## config.mk

```make
export PLATFORM = sky130hd
export DESIGN_NAME = sdram_gated_arb
export DESIGN_NICKNAME = d
export VERILOG_FILES = /design/src/rtl/sdram_gated_arb.sv
export SDC_FILE = /design/constraint.sdc
export NUM_CORES = 1
export LEC_CHECK = 0
export ABC_AREA = 0
export BUFFER_PORTS_ARGS = -buffer_cell sky130_fd_sc_hd__buf_4
export CAP_MARGIN = 20
export CORE_MARGIN = 2
export CORE_UTILIZATION = 35
export DETAILED_ROUTE_END_ITERATION = 7
export PLACE_DENSITY = 0.56
export SLEW_MARGIN = 20
export SYNTH_ARGS = -nofsm -noshare
export SYNTH_HDL_FRONTEND = slang
export SYNTH_SLANG_ARGS = --single-unit
```

## constraint.sdc

```tcl
create_clock -name clk_ram -period 4.25 [get_ports clk_ram]
set_input_delay 0.425 -clock clk_ram [delete_from_list [all_inputs] [get_ports clk_ram]]
set_output_delay 0.425 -clock clk_ram [all_outputs]
set_load 0.02 [all_outputs]
```

## src/rtl/sdram_gated_arb.sv

```systemverilog
`default_nettype none
// ============================================================================
// Module      : sdram_gated_arb
// Description : Round-robin arbiter that lets NPORTS clock-enable-gated
//               clients share a single RAM request/accept/ack interface.
//               Each client request is captured on its port_ce_i strobe,
//               queued as pending, granted round-robin and completed on
//               ram_ack_i or on a per-transaction timeout.
// Revision    : 1.0 - initial release
// ----------------------------------------------------------------------------
// Ports
//   clk_ram           : single clock for the whole block
//   rst               : synchronous active-high reset
//   ram_wr_o          : RAM byte write strobes (DW/8 bits)
//   ram_rd_o          : RAM read request
//   ram_addr_o        : RAM address
//   ram_write_data_o  : RAM write data
//   ram_read_data_i   : RAM read data, valid with ram_ack_i
//   ram_accept_i      : RAM has taken the presented request
//   ram_ack_i         : RAM has completed the request
//   ram_error_i       : RAM error status, valid with ram_ack_i
//   port_ce_i         : per-port client-cycle strobe
//   port_wr_i         : per-port byte write strobes, port p at [p*SW +: SW]
//   port_rd_i         : per-port read request
//   port_addr_i       : per-port address, port p at [p*AW +: AW]
//   port_write_data_i : per-port write data, port p at [p*DW +: DW]
//   port_read_data_o  : per-port returned read data
//   port_wait_o       : per-port stall (request held until completion)
//   port_err_o        : per-port error for the last completed request
// ============================================================================
module sdram_gated_arb #(
    parameter int NPORTS  = 2,
    parameter int AW      = 32,
    parameter int DW      = 32,
    parameter int TIMEOUT = 255
) (
    input  logic                       clk_ram,
    input  logic                       rst,
    output logic [DW/8-1:0]            ram_wr_o,
    output logic                       ram_rd_o,
    output logic [AW-1:0]              ram_addr_o,
    output logic [DW-1:0]              ram_write_data_o,
    input  logic [DW-1:0]              ram_read_data_i,
    input  logic                       ram_accept_i,
    input  logic                       ram_ack_i,
    input  logic                       ram_error_i,
    input  logic [NPORTS-1:0]          port_ce_i,
    input  logic [NPORTS*(DW/8)-1:0]   port_wr_i,
    input  logic [NPORTS-1:0]          port_rd_i,
    input  logic [NPORTS*AW-1:0]       port_addr_i,
    input  logic [NPORTS*DW-1:0]       port_write_data_i,
    output logic [NPORTS*DW-1:0]       port_read_data_o,
    output logic [NPORTS-1:0]          port_wait_o,
    output logic [NPORTS-1:0]          port_err_o
);

    // ------------------------------------------------------------------------
    // Constants
    // ------------------------------------------------------------------------
    localparam int c_SW  = DW / 8;
    localparam int c_LGW = (NPORTS > 1) ? $clog2(NPORTS) : 1;
    localparam int c_TW  = (TIMEOUT > 0) ? $clog2(TIMEOUT + 1) : 1;

    localparam bit               c_TO_EN    = (TIMEOUT > 0);
    localparam logic [c_TW-1:0]  c_TLIM     = (TIMEOUT > 0) ? c_TW'(TIMEOUT - 1) : '0;
    localparam logic [c_LGW-1:0] c_LAST_RST = c_LGW'(NPORTS - 1);

    // Per-port state
    localparam logic [1:0] c_P_IDLE   = 2'd0;
    localparam logic [1:0] c_P_PEND   = 2'd1;
    localparam logic [1:0] c_P_ACTIVE = 2'd2;

    // RAM-side state
    localparam logic [1:0] c_R_IDLE   = 2'd0;
    localparam logic [1:0] c_R_ISSUE  = 2'd1;
    localparam logic [1:0] c_R_WAIT   = 2'd2;

    // ------------------------------------------------------------------------
    // State
    // ------------------------------------------------------------------------
    logic [1:0]        r_ram_state_q,  w_ram_state_d;
    logic [c_LGW-1:0]  r_last_grant_q, w_last_grant_d;
    logic [c_TW-1:0]   r_tcnt_q,       w_tcnt_d;

    logic [c_SW-1:0]   r_ram_wr_q,     w_ram_wr_d;
    logic              r_ram_rd_q,     w_ram_rd_d;
    logic [AW-1:0]     r_ram_addr_q,   w_ram_addr_d;
    logic [DW-1:0]     r_ram_wdata_q,  w_ram_wdata_d;

    logic [1:0]        r_pstate_q    [NPORTS];
    logic [1:0]        w_pstate_d    [NPORTS];
    logic [c_SW-1:0]   r_cap_wr_q    [NPORTS];
    logic [c_SW-1:0]   w_cap_wr_d    [NPORTS];
    logic [AW-1:0]     r_cap_addr_q  [NPORTS];
    logic [AW-1:0]     w_cap_addr_d  [NPORTS];
    logic [DW-1:0]     r_cap_wdata_q [NPORTS];
    logic [DW-1:0]     w_cap_wdata_d [NPORTS];
    logic [DW-1:0]     r_prdata_q    [NPORTS];
    logic [DW-1:0]     w_prdata_d    [NPORTS];
    logic [NPORTS-1:0] r_cap_rd_q,     w_cap_rd_d;
    logic [NPORTS-1:0] r_pwait_q,      w_pwait_d;
    logic [NPORTS-1:0] r_perr_q,       w_perr_d;

    // ------------------------------------------------------------------------
    // Unpacked views of the packed client buses
    // ------------------------------------------------------------------------
    logic [c_SW-1:0]   w_in_wr    [NPORTS];
    logic [AW-1:0]     w_in_addr  [NPORTS];
    logic [DW-1:0]     w_in_wdata [NPORTS];
    logic [NPORTS-1:0] w_req;

    generate
        for (genvar gp = 0; gp < NPORTS; gp++) begin : g_port
            assign w_in_wr[gp]    = port_wr_i[gp*c_SW +: c_SW];
            assign w_in_addr[gp]  = port_addr_i[gp*AW +: AW];
            assign w_in_wdata[gp] = port_write_data_i[gp*DW +: DW];
            assign w_req[gp]      = port_rd_i[gp] | (|w_in_wr[gp]);
            assign port_read_data_o[gp*DW +: DW] = r_prdata_q[gp];
        end
    endgenerate

    // ------------------------------------------------------------------------
    // Round-robin search: first pending port after the last grant, wrapping.
    // ------------------------------------------------------------------------
    logic             w_any_pend;
    logic [c_LGW-1:0] w_gnt_idx;

    always_comb begin
        int               v_idx;
        logic [c_LGW-1:0] v_cand;
        w_any_pend = 1'b0;
        w_gnt_idx  = r_last_grant_q;
        v_idx      = 0;
        v_cand     = '0;
        for (int k = 1; k <= NPORTS; k++) begin
            v_idx  = (int'(r_last_grant_q) + k) % NPORTS;
            v_cand = c_LGW'(v_idx);
            if (!w_any_pend && (r_pstate_q[v_cand] == c_P_PEND)) begin
                w_any_pend = 1'b1;
                w_gnt_idx  = v_cand;
            end
        end
    end

    // The active port is always the most recent grant, so last_grant doubles
    // as the index of the transaction in flight.
    logic w_act_is_wr;
    logic w_to_hit;

    assign w_act_is_wr = |r_cap_wr_q[r_last_grant_q];
    assign w_to_hit    = c_TO_EN && (r_tcnt_q == c_TLIM);

    // ------------------------------------------------------------------------
    // Next-state logic
    // ------------------------------------------------------------------------
    always_comb begin
        logic          v_cpl;
        logic          v_err;
        logic [DW-1:0] v_data;

        v_cpl          = 1'b0;
        v_err          = 1'b0;
        v_data         = '0;
        w_ram_state_d  = r_ram_state_q;
        w_last_grant_d = r_last_grant_q;
        w_tcnt_d       = r_tcnt_q;
        w_ram_wr_d     = r_ram_wr_q;
        w_ram_rd_d     = r_ram_rd_q;
        w_ram_addr_d   = r_ram_addr_q;
        w_ram_wdata_d  = r_ram_wdata_q;
        w_cap_rd_d     = r_cap_rd_q;
        w_pwait_d      = r_pwait_q;
        w_perr_d       = r_perr_q;
        for (int p = 0; p < NPORTS; p++) begin
            w_pstate_d[p]    = r_pstate_q[p];
            w_cap_wr_d[p]    = r_cap_wr_q[p];
            w_cap_addr_d[p]  = r_cap_addr_q[p];
            w_cap_wdata_d[p] = r_cap_wdata_q[p];
            w_prdata_d[p]    = r_prdata_q[p];
        end

        case (r_ram_state_q)
            c_R_IDLE: begin
                // Stray accept/ack here are simply not looked at.
                if (w_any_pend) begin
                    w_ram_state_d         = c_R_ISSUE;
                    w_last_grant_d        = w_gnt_idx;
                    w_tcnt_d              = '0;
                    w_pstate_d[w_gnt_idx] = c_P_ACTIVE;
                    w_ram_wr_d            = r_cap_wr_q[w_gnt_idx];
                    w_ram_rd_d            = r_cap_rd_q[w_gnt_idx];
                    w_ram_addr_d          = r_cap_addr_q[w_gnt_idx];
                    w_ram_wdata_d         = r_cap_wdata_q[w_gnt_idx];
                end
            end

            c_R_ISSUE: begin
                // An ack only counts here when it comes with the accept.
                if (ram_accept_i && ram_ack_i) begin
                    v_cpl  = 1'b1;
                    v_err  = ram_error_i;
                    v_data = w_act_is_wr ? '0 : ram_read_data_i;
                end else if (w_to_hit) begin
                    v_cpl  = 1'b1;
                    v_err  = 1'b1;
                end else begin
                    if (c_TO_EN) begin
                        w_tcnt_d = r_tcnt_q + c_TW'(1);
                    end
                    if (ram_accept_i) begin
                        w_ram_state_d = c_R_WAIT;
                        w_ram_wr_d    = '0;
                        w_ram_rd_d    = 1'b0;
                        w_ram_addr_d  = '0;
                        w_ram_wdata_d = '0;
                    end
                end
            end

            c_R_WAIT: begin
                if (ram_ack_i) begin
                    v_cpl  = 1'b1;
                    v_err  = ram_error_i;
                    v_data = w_act_is_wr ? '0 : ram_read_data_i;
                end else if (w_to_hit) begin
                    v_cpl  = 1'b1;
                    v_err  = 1'b1;
                end else if (c_TO_EN) begin
                    w_tcnt_d = r_tcnt_q + c_TW'(1);
                end
            end

            default: begin
                w_ram_state_d = c_R_IDLE;
            end
        endcase

        if (v_cpl) begin
            w_ram_state_d              = c_R_IDLE;
            w_tcnt_d                   = '0;
            w_ram_wr_d                 = '0;
            w_ram_rd_d                 = 1'b0;
            w_ram_addr_d               = '0;
            w_ram_wdata_d              = '0;
            w_pstate_d[r_last_grant_q] = c_P_IDLE;
            w_pwait_d[r_last_grant_q]  = 1'b0;
            w_perr_d[r_last_grant_q]   = v_err;
            w_prdata_d[r_last_grant_q] = v_data;
        end

        // Capture looks only at the registered port state, so a port that
        // completes on this edge cannot re-capture until the next one, and a
        // capture on another port proceeds independently of the completion.
        for (int p = 0; p < NPORTS; p++) begin
            if ((r_pstate_q[p] == c_P_IDLE) && port_ce_i[p] && w_req[p]) begin
                w_pstate_d[p]    = c_P_PEND;
                w_cap_wr_d[p]    = w_in_wr[p];
                w_cap_rd_d[p]    = port_rd_i[p];
                w_cap_addr_d[p]  = w_in_addr[p];
                w_cap_wdata_d[p] = w_in_wdata[p];
                w_pwait_d[p]     = 1'b1;
            end
        end
    end

    // ------------------------------------------------------------------------
    // Registers
    // ------------------------------------------------------------------------
    always_ff @(posedge clk_ram) begin
        if (rst) begin
            r_ram_state_q  <= c_R_IDLE;
            r_last_grant_q <= c_LAST_RST;
            r_tcnt_q       <= '0;
            r_ram_wr_q     <= '0;
            r_ram_rd_q     <= 1'b0;
            r_ram_addr_q   <= '0;
            r_ram_wdata_q  <= '0;
            r_cap_rd_q     <= '0;
            r_pwait_q      <= '0;
            r_perr_q       <= '0;
            for (int p = 0; p < NPORTS; p++) begin
                r_pstate_q[p]    <= c_P_IDLE;
                r_cap_wr_q[p]    <= '0;
                r_cap_addr_q[p]  <= '0;
                r_cap_wdata_q[p] <= '0;
                r_prdata_q[p]    <= '0;
            end
        end else begin
            r_ram_state_q  <= w_ram_state_d;
            r_last_grant_q <= w_last_grant_d;
            r_tcnt_q       <= w_tcnt_d;
            r_ram_wr_q     <= w_ram_wr_d;
            r_ram_rd_q     <= w_ram_rd_d;
            r_ram_addr_q   <= w_ram_addr_d;
            r_ram_wdata_q  <= w_ram_wdata_d;
            r_cap_rd_q     <= w_cap_rd_d;
            r_pwait_q      <= w_pwait_d;
            r_perr_q       <= w_perr_d;
            for (int p = 0; p < NPORTS; p++) begin
                r_pstate_q[p]    <= w_pstate_d[p];
                r_cap_wr_q[p]    <= w_cap_wr_d[p];
                r_cap_addr_q[p]  <= w_cap_addr_d[p];
                r_cap_wdata_q[p] <= w_cap_wdata_d[p];
                r_prdata_q[p]    <= w_prdata_d[p];
            end
        end
    end

    // ------------------------------------------------------------------------
    // Outputs
    // ------------------------------------------------------------------------
    assign ram_wr_o         = r_ram_wr_q;
    assign ram_rd_o         = r_ram_rd_q;
    assign ram_addr_o       = r_ram_addr_q;
    assign ram_write_data_o = r_ram_wdata_q;
    assign port_wait_o      = r_pwait_q;
    assign port_err_o       = r_perr_q;

endmodule

`default_nettype wire

```

==> reports/qor.yml, run 1 <==
setup_total_negative_slack_ns: 0
fillerInstances: 3067
cts_hold_buf: 0
wl_per_cell_um: 17.7
drt-initial-drc-count: 431
syn_area_per_cell_um2: 12.0
drt-vias-per-instance: 4.82
layout_worst_path_cycle_share_pct: 57.9
status: "completed"
core_area_um2: 32500
synthArstFlopShare_pct: 0
yosys.cell_count.top_type: "sky130_fd_sc_hd__dfxtp_1"
hold_path_class: "primary input to register"
regToRegSetupSlack_ns: 1.79
cell_at_the_root_of_the_clock_tree: "sky130_fd_sc_hd__clkbuf_16"
grt_pass1_wl_um: 46200
grt_util_met3_pct: 4.95
worstPathCellList: "inv_1 > ha_1 > a21o_1 > a21oi_1 > nand3_1 > o21ai_1 > a21oi_1"
critical_path.most_common_cell: "sky130_fd_sc_hd__a21oi_1"
syn2layout_area_growth_pct: 33.2
post-route-util_pct: 47.3
number_of_flip_flops_and_latches_in_the_synthesized_netlist: 291
internal_dissipation_mw: 5.83
boundaryPins: 314
setup.worst_path.start_class: "register"
grt_setup_unrepaired: "no"
worst_path_clk_slew_ns: 0.07
power.share.sequential_pct: 43.0
synth_top_area_share_pct: 35.3
grt_start_max_net_pins: 82
slowest_delay_ns: 0.70
nets_final: 1438
finalMaxSlewViolations: 0
power.total_mw: 8.28
worst-slew-pin-transition_ns: 1.01
initial_utilization_pct: 35.5
via_count_of_the_first_global_routing_pass: 8173
finalHoldViolations: 0
drtAntennaViolNets: 0
combPwrFrac_pct: 22.4
worstSetupPathType: "register to register"
ctsResizeCount: 0
synthTopCellsByArea: "sky130_fd_sc_hd__edfxtp_1, sky130_fd_sc_hd__dfxtp_1, sky130_fd_sc_hd__mux2i_1, sky130_fd_sc_hd__and2_1, sky130_fd_sc_hd__o2bb2ai_1"
x_dimension_of_the_die_um: 186
timing.fmax_mhz: 406
reg2reg_depth: 7
slew_headroom_pct: 32.7
routed_wl_um: 30500
synth.net_count: 1146
rr_endpoint: "r_tcnt_q[7]"
skew_ns: 0.0221
cp-end-kind: "register"
grt.total_usage_pct: 17.3
gp_congestion: 0.769
drv_cap: 0
leakage_nw: 6.10
number_of_antenna_violations_at_the_first_check_in_global_routing: 3
mappedNetlistArea_um2: 11600
synth_flop_cell: "sky130_fd_sc_hd__dfxtp_1"
critPathRequiredTime_ns: 4.62
post_cts_buffers: 0
max-clock-path-buffers: 3
synth-edff-count: 136
globalRoute.busiestLayer: "met2"
synth_warnings: 0
seq_area_frac_synth_pct: 62.2
detail_route.drc_violations: 0
crit_slowest_cell: "sky130_fd_sc_hd__o21ai_1"
grt_use_met2_pct: 29.7
dpl.hpwl_um: 19500
post_synthesis_cell_count: 962
setup_viol_count_final: 0
p_clk_share_pct: 34.6
final.min_clock_period_ns: 2.46
met1_routing_resource_usage_after_global_routing_pct: 20.6
tritoncts: "yes"
power.ir.vdd_worst_v: 0.000270
tritoncts_num_sinks: 291
power_density_nw_per_um2: 538
p_switching_mw: 2.45
post_synth_num_cell_types: 46
fraction_of_power_spent_switching_nets_pct: 29.6
synth.largest_area_cell: "sky130_fd_sc_hd__edfxtp_1"
detailedRoute.firstPassIterationCount: 4
cts_buffers: 34
fraction_of_final_layout_cells_sized_beyond_drive_strength_1_pct: 34.3
floorplan.rows: 66
endpoint: "r_tcnt_q[7]"
synth_commonest_cells: "sky130_fd_sc_hd__dfxtp_1, sky130_fd_sc_hd__edfxtp_1, sky130_fd_sc_hd__and2_1"
critical_path_peak_fanout: 17
placement.io_buffers: 313
num_vias: 8311
die_height_um: 186
dieArea_um2: 34500
cp-startpoint: "r_ram_state_q[1]"
globalRouteOverflowTotal: 0
worst_reg2reg_startpoint: "r_ram_state_q[1]"
critical_path_arrival_ns: 2.83
number_of_h_tree_levels: 2
insertion_delay_ns: 0.53
## cell type report
| cell class | count | area [um2] | area share, % |
|---|---|---|---|
| sequential | 291 | 7190 | 46.7 |
| multi-input combinational | 596 | 4060 | 26.4 |
| timing repair buffer | 326 | 2480 | 16.1 |
| clock buffer | 45 | 932 | 6.05 |
| tap | 442 | 553 | 3.59 |
| clock inverter | 16 | 164 | 1.06 |
| inverter | 5 | 18.8 | 0.122 |
| antenna | 2 | 5.00 | 0.0325 |
## worst max-delay path: cells and delay by family (launching register included)
| kind | cells | cell delay (ns) |
|---|---|---|
| flops | 1 | 0.38 |
| fa+ha+maj | 1 | 0.25 |
| compound gates | 4 | 1.15 |
| simple gates | 1 | 0.43 |
| buf+inv | 1 | 0.10 |
## through the flow
step	std cells	cell area (um2)	setup WS [ns]	hold slack (ns)
after detailed placement	1660	14300	1.56	0.448
after global placement	1660	14300	1.60	0.444
after global routing	1723	15400	1.54	0.160
after floorplan	962	11600	1.37	0.436
after CTS	1721	15400	1.79	0.139
final	1723	15400	1.79	0.164
## flip-flops by register name (all words and copies together), names as in the netlist, 4 cells and up, named ones only
signal / cells
r_cap_wr_q: 8
ram_write_data_o: 32
r_pstate_q: 4
r_prdata_q: 64
ram_wr_o: 4
r_tcnt_q: 8
r_cap_wdata_q: 64
r_cap_addr_q: 64
ram_addr_o: 32
## layer usage
layer / vias to the layer above / wire (um)
met3: 53 / 2410
li1: 4063 / -
met2: 255 / 15000
met1: 3938 / 12200
met5: - / 12
met4: 2 / 874
## worst min path at each step
stage | startpoint | endpoint | cells after the start
6_report | ram_read_data_i[0] | r_prdata_q[0][32] | 3
5_1_grt | port_addr_i[29] | r_cap_addr_q[0][29] | 2
4_1_cts | ram_read_data_i[0] | r_prdata_q[0][32] | 3
3_5_place_dp | r_prdata_q[0][2] | r_prdata_q[0][2] | 2
3_3_place_gp | r_prdata_q[0][47] | r_prdata_q[0][47] | 2
2_1_floorplan | r_cap_rd_q[1] | r_cap_rd_q[1] | 2
## cell usage in the layout (no fill, tap or decap), types with 5 or more instances in the layout
cell type / count
sky130_fd_sc_hd__o2bb2ai_2: 10
sky130_fd_sc_hd__a21oi_1: 81
sky130_fd_sc_hd__nor2_1: 12
sky130_fd_sc_hd__o2bb2ai_1: 59
sky130_fd_sc_hd__inv_1: 5
sky130_fd_sc_hd__dfxtp_1: 155
sky130_fd_sc_hd__clkbuf_16: 34
sky130_fd_sc_hd__o21ai_0: 6
sky130_fd_sc_hd__nand3_1: 73
sky130_fd_sc_hd__clkinv_2: 5
sky130_fd_sc_hd__clkbuf_1: 7
sky130_fd_sc_hd__clkinv_1: 6
sky130_fd_sc_hd__and2_1: 98
sky130_fd_sc_hd__or4_1: 6
sky130_fd_sc_hd__nand2_1: 77
sky130_fd_sc_hd__ha_1: 7
sky130_fd_sc_hd__mux2i_1: 70
sky130_fd_sc_hd__buf_4: 323
sky130_fd_sc_hd__and2_4: 40
sky130_fd_sc_hd__edfxtp_1: 136
## cells by family after synthesis
logic type | count (synthesis) | share of synthesized area (%)
buffers and inverters | 75 | 3.11
adders and majority gates | 7 | 0.757
AOI/OAI and AO/OA | 184 | 11.5
and+or+nand+nor | 335 | 16.4
muxes | 70 | 6.06
DFF | 291 | 62.2
## power groups by stage
stage / registers [mW] / logic (mW) / clock network [mW]
final: 3.56 / 1.86 / 2.86
after global routing: 3.60 / 2.02 / 3.04
after CTS: 3.56 / 1.90 / 2.94
after detailed placement: 3.62 / 1.89 / 0
after global placement: 3.62 / 1.88 / 0
after floorplan: 3.73 / 1.08 / 0
(Power assumes the default switching activity.)
==> run 2: changes to the inputs <==
Settings changed: PLACE_DENSITY 0.56 to 0.58.
Clock period 4.25 ns to 2.19 ns, I/O delays scaled along.
==> run 2 against run 1 <==
Effect of this change:
- fmax is 15% higher
- worst setup slack worse by 1.7 ns
- largest cell class unchanged
- register-to-register slack worse by 1.7 ns
- die area stayed put
==> reports/qor.yml, run 2 (synthesis results as in run 1) <==
detail_route.drc_violations: 0
x_dimension_of_the_die_um: 186
placed_cells: 1675
worst_reg2reg_startpoint: "r_ram_state_q[0]"
grt_pass1_wl_um: 48300
status: "completed"
number_of_antenna_violations_at_the_first_check_in_global_routing: 2
grt.total_usage_pct: 17.9
hold_path_class: "primary input to register"
commonest_cells_after_routing_fill_and_taps_aside: "sky130_fd_sc_hd__buf_4, sky130_fd_sc_hd__dfxtp_1, sky130_fd_sc_hd__dlygate4sd3_1"
boundaryPins: 314
syn2layout_area_growth_pct: 49.2
timing.fmax_mhz: 467
slew_headroom_pct: 52.1
drt-initial-drc-count: 382
drv_cap: 0
min_from: "port_write_data_i[27]"
setup.worst_path.start_class: "register"
crit_slowest_cell: "sky130_fd_sc_hd__dfxtp_2"
layout_commonest_cell: "sky130_fd_sc_hd__buf_4"
post-route-util_pct: 53.0
cell_at_the_root_of_the_clock_tree: "sky130_fd_sc_hd__clkbuf_16"
tritoncts_num_sinks: 291
floorplan.rows: 66
initial_utilization_pct: 35.5
critical_path_peak_fanout: 16
leakage_nw: 6.87
dp_area_um2: 14600
drtAntennaViolNets: 0
dieArea_um2: 34500
layoutNonFillerInstCount: 1889
detailedRoute.firstPassIterationCount: 4
power_density_nw_per_um2: 974
cp-end-kind: "register"
fraction_of_final_layout_cells_sized_beyond_drive_strength_1_pct: 32.4
nets_final: 1602
setup_viol_count_final: 0
gp_congestion: 0.782
max-clock-path-buffers: 3
die_height_um: 186
finalHoldViolations: 0
final.min_clock_period_ns: 2.14
critPathRequiredTime_ns: 2.61
skew_ns: 0.0167
insertion_delay_ns: 0.50
post-route-cell-area_um2: 17300
dpl.hpwl_um: 20400
number_of_h_tree_levels: 2
critical_path_arrival_ns: 2.56
finalMaxSlewViolations: 0
worstSetupPathType: "register to register"
layout_worst_path_cycle_share_pct: 97.8
wl_per_cell_um: 17.2
routed_wl_um: 32500
cp-startpoint: "r_ram_state_q[0]"
grt_start_max_net_pins: 73
worst_path_clk_slew_ns: 0.06
num_vias: 8918
slowest_delay_ns: 0.37
critPathBufInv: 3
worstPathCellList: "inv_2 > ha_2 > o211ai_1 > o21ai_4 > or2_2 > a21oi_4 > buf_4 > clkbuf_16 > o2bb2ai_1"
cts_buffers: 34
power.ir.vdd_worst_v: 0.000664
drt-vias-per-instance: 4.72
core_area_um2: 32500
crit_family: "compound AO/OA/AOI/OAI gates"
top_regs: "r_cap_addr_q x64, r_cap_wdata_q x64, r_prdata_q x64"
tritoncts: "yes"
via_count_of_the_first_global_routing_pass: 8849
globalRouteOverflowTotal: 0
worst-slew-pin-transition_ns: 0.719
placement.io_buffers: 313
[run 2: changes by cell type in the layout (fill, tap and decap cells not counted), moves of 3 or more]
cell,previous run,this run
sky130_fd_sc_hd__dlygate4sd3_1,0,142
sky130_fd_sc_hd__buf_12,3,16
sky130_fd_sc_hd__clkbuf_16,34,40
sky130_fd_sc_hd__clkbuf_1,7,11
sky130_fd_sc_hd__clkinv_1,6,2
sky130_fd_sc_hd__buf_4,323,326
sky130_fd_sc_hd__buf_6,0,3
[run 2: final timing paths]
path,cells after the start,slack (ns),endpoint
worst max-delay path,9,0.05,ram_addr_o[8]
worst min register to register,2,0.45,r_prdata_q[0][55]
worst max register to register,9,0.05,ram_addr_o[8]
worst min-delay path,2,0.02,r_cap_wdata_q[0][27]
[run 2: cell type report]
cell class	instances	area, um2
flip-flops and latches	291	7190
clock buffers	52	1020
repair buffers	490	4300
diodes	3	7.51
multi-input cells	596	4080
well taps	442	553
inverters	5	18.8
clock inverters	10	77.6
fillers	2882	15300
[run 2: what timing repair did]
| item | 4_1_cts | 5_1_grt |
|---|---|---|
| hold endpoints to repair | 172 | 0 |
| hold buffers | 142 | 0 |
| buffers inserted | 0 | 4 |
| resized for setup | 0 | 10 |
| endpoints found under the setup margin | 0 | 113 |
[run 2: metrics by stage]
step | hold WS [ns] | worst slack (ns) | setup TNS, ns | total power, mW
after detailed placement | 0.448 | 0.0449 | 0 | 11.0
final | 0.0191 | 0.0488 | 0 | 16.8
after floorplan | 0.366 | 0.0674 | 0 | 9.31
after global placement | 0.443 | 0.154 | 0 | 10.9
after global routing | 0.00136 | -0.0416 | -0.871 | 17.6
after CTS | 0.000145 | 0.00416 | 0 | 16.7
[run 2: per-layer routing]
metal	share of wire [%]	GRT usage [%]	vias to the layer above	wire (um)
li1	-	-	4374	-
met2	48	29.7	263	15500
met3	5.7	4.34	54	1860
met5	0	0	-	0
met1	44	22.9	4227	14200
met4	2.7	5.76	0	863
[run 2: power breakdown]
| part | switching, mW | internal, mW | total (mW) |
|---|---|---|---|
| sequential | 0.344 | 6.56 | 6.90 |
| combinational | 2.34 | 2.04 | 4.38 |
| clock | 2.18 | 3.34 | 5.52 |
| total | 4.86 | 11.9 | 16.8 |
==> run 3: changes to the inputs <==
Settings changed: PLACE_DENSITY 0.58 to 0.65.
==> run 3 against run 2 <==
Effect of this change:
- first-iteration DRC count up 1.6%
- combinational power up 5%
- non-clock buffer count up 50
- critical path depth down 1
- worst setup slack better by 0.013 ns
- cell count up 2.4%
- critical endpoint is now r_cap_rd_q[0]
- largest cell class unchanged
- largest power group unchanged
==> reports/qor.yml, run 3 (synthesis results as in run 1) <==
status: "completed"
wl_per_cell_um: 17.0
setup_viol_count_final: 0
initial_utilization_pct: 35.5
fraction_of_final_layout_cells_sized_beyond_drive_strength_1_pct: 32.2
cp-end-kind: "register"
number_of_h_tree_levels: 1
critical_path_arrival_ns: 2.62
slew_headroom_pct: 53.4
skew_ns: 0.00936
worstSetupPathType: "primary input to register"
tritoncts: "yes"
top_regs: "r_cap_addr_q x64, r_cap_wdata_q x64, r_prdata_q x64"
cell_at_the_root_of_the_clock_tree: "sky130_fd_sc_hd__clkbuf_16"
floorplan.rows: 66
min_from: "port_wr_i[4]"
dpl.hpwl_um: 21400
grt_start_max_net_pins: 71
rr_endpoint: "r_tcnt_q[6]"
leakage_nw: 7.07
max-clock-path-buffers: 3
syn2layout_area_growth_pct: 52.9
worst_reg2reg_startpoint: "r_ram_state_q[1]"
die_height_um: 186
setup.worst_path.start_class: "primary input"
routed_wl_um: 33000
grt.total_usage_pct: 18.5
globalRouteOverflowTotal: 0
grt_setup_unrepaired: "no"
tritoncts_num_sinks: 291
nets_final: 1649
drtAntennaViolNets: 0
hold_path_end: "r_cap_wr_q[1][0]"
cts_buffers: 31
drt-vias-per-instance: 4.76
core_area_um2: 32500
cp-startpoint: "port_wr_i[1]"
finalMaxSlewViolations: 0
gp_congestion: 0.774
finalHoldViolations: 0
post-route-util_pct: 54.3
num_vias: 9203
worst-slew-pin-transition_ns: 0.699
placement.io_buffers: 313
final.min_clock_period_ns: 2.13
layout_commonest_cell: "sky130_fd_sc_hd__buf_4"
critPathRequiredTime_ns: 2.69
critical_path_peak_fanout: 3
reg2reg_depth: 8
hold_path_class: "primary input to register"
post-route-cell-area_um2: 17700
power_density_nw_per_um2: 939
holdPathStages: 2
grt_pass1_wl_um: 50200
number_of_antenna_violations_at_the_first_check_in_global_routing: 4
drt-initial-drc-count: 388
boundaryPins: 314
dp_area_um2: 14900
x_dimension_of_the_die_um: 186
power.ir.vdd_worst_v: 0.000629
detail_route.drc_violations: 0
regToRegSetupSlack_ns: 0.12
dieArea_um2: 34500
worst_path_clk_slew_ns: 0.06
layout_worst_path_cycle_share_pct: 97.2
timing.fmax_mhz: 470
commonest_cells_after_routing_fill_and_taps_aside: "sky130_fd_sc_hd__buf_4, sky130_fd_sc_hd__dlygate4sd3_1, sky130_fd_sc_hd__dfxtp_1"
drv_cap: 0
setup_total_negative_slack_ns: 0
insertion_delay_ns: 0.56
via_count_of_the_first_global_routing_pass: 9411
detailedRoute.firstPassIterationCount: 4
## run 3: cell count changes in the layout (fill, tap and decap cells not counted), moves of 2 or more
cell,delta
sky130_fd_sc_hd__buf_12,+10
sky130_fd_sc_hd__buf_4,+13
sky130_fd_sc_hd__buf_6,-3
sky130_fd_sc_hd__clkinv_4,+3
sky130_fd_sc_hd__clkinv_1,+3
sky130_fd_sc_hd__clkbuf_16,-7
sky130_fd_sc_hd__dlygate4sd3_1,+32
sky130_fd_sc_hd__clkbuf_8,-2
sky130_fd_sc_hd__clkinvlp_4,-2
sky130_fd_sc_hd__clkinv_2,-3
## run 3: metrics by stage
stage,power [mW],setup WS [ns],instances,hold WS [ns]
global route,17.4,0.00377,1935,0.0193
CTS,16.6,0.0487,1927,0.0109
global placement,11.1,0.140,1696,0.441
detailed placement,11.2,0.0733,1696,0.447
floorplan,9.31,0.0674,962,0.366
finish,16.6,0.0621,1935,0.0400
## run 3: worst max path at each step
stage                           end  cells past startpoint
6_report              r_cap_rd_q[0]                      8
5_1_grt                 r_tcnt_q[5]                      8
3_5_place_dp         ram_addr_o[28]                      9
3_3_place_gp    ram_write_data_o[0]                      9
4_1_cts        ram_write_data_o[23]                      9
2_1_floorplan    r_cap_addr_q[1][0]                      3
## run 3: area by class of cell
class                           instances  area (um2)
Clock inverter                         13         124
Timing Repair Buffer                  540        4830
Tap cell                              442         553
Sequential cell                       291        7190
Clock buffer                           44         866
Antenna cell                            4        10.0
Fill cell                            2743       14900
Multi-Input combinational cell        596        4090
Inverter                                5        18.8
## run 3: critical path: stages
cell	delay (ns)
sky130_fd_sc_hd__dlygate4sd3_1	0.54
sky130_fd_sc_hd__buf_4	0.16
sky130_fd_sc_hd__or4_1	0.55
sky130_fd_sc_hd__o211ai_2	0.24
sky130_fd_sc_hd__buf_4	0.18
sky130_fd_sc_hd__nand2_1	0.05
sky130_fd_sc_hd__a21oi_1	0.13
sky130_fd_sc_hd__dlygate4sd3_1	0.56
## run 3: power by group
group          total (mW)  internal (mW)  switching [mW]
clock                5.10           2.98            2.12
sequential           6.92           6.56           0.365
combinational        4.58           2.23            2.35
total                16.6           11.8            4.83
## run 3: metal layers
metal | vias to the layer above | GRT usage (%) | wire [um]
met5 | - | 0 | 0
met4 | 0 | 6.52 | 1190
met3 | 78 | 4.44 | 2060
met2 | 301 | 32.4 | 16200
met1 | 4353 | 22.1 | 13500
li1 | 4471 | - | -
## run 3: repair_timing
item / 4_1_cts / 5_1_grt
buffers inserted: 0 / 3
hold buffers: 174 / 0
resized for setup: 0 / 8
hold endpoints to repair: 207 / 0
endpoints found under the setup margin: 0 / 74
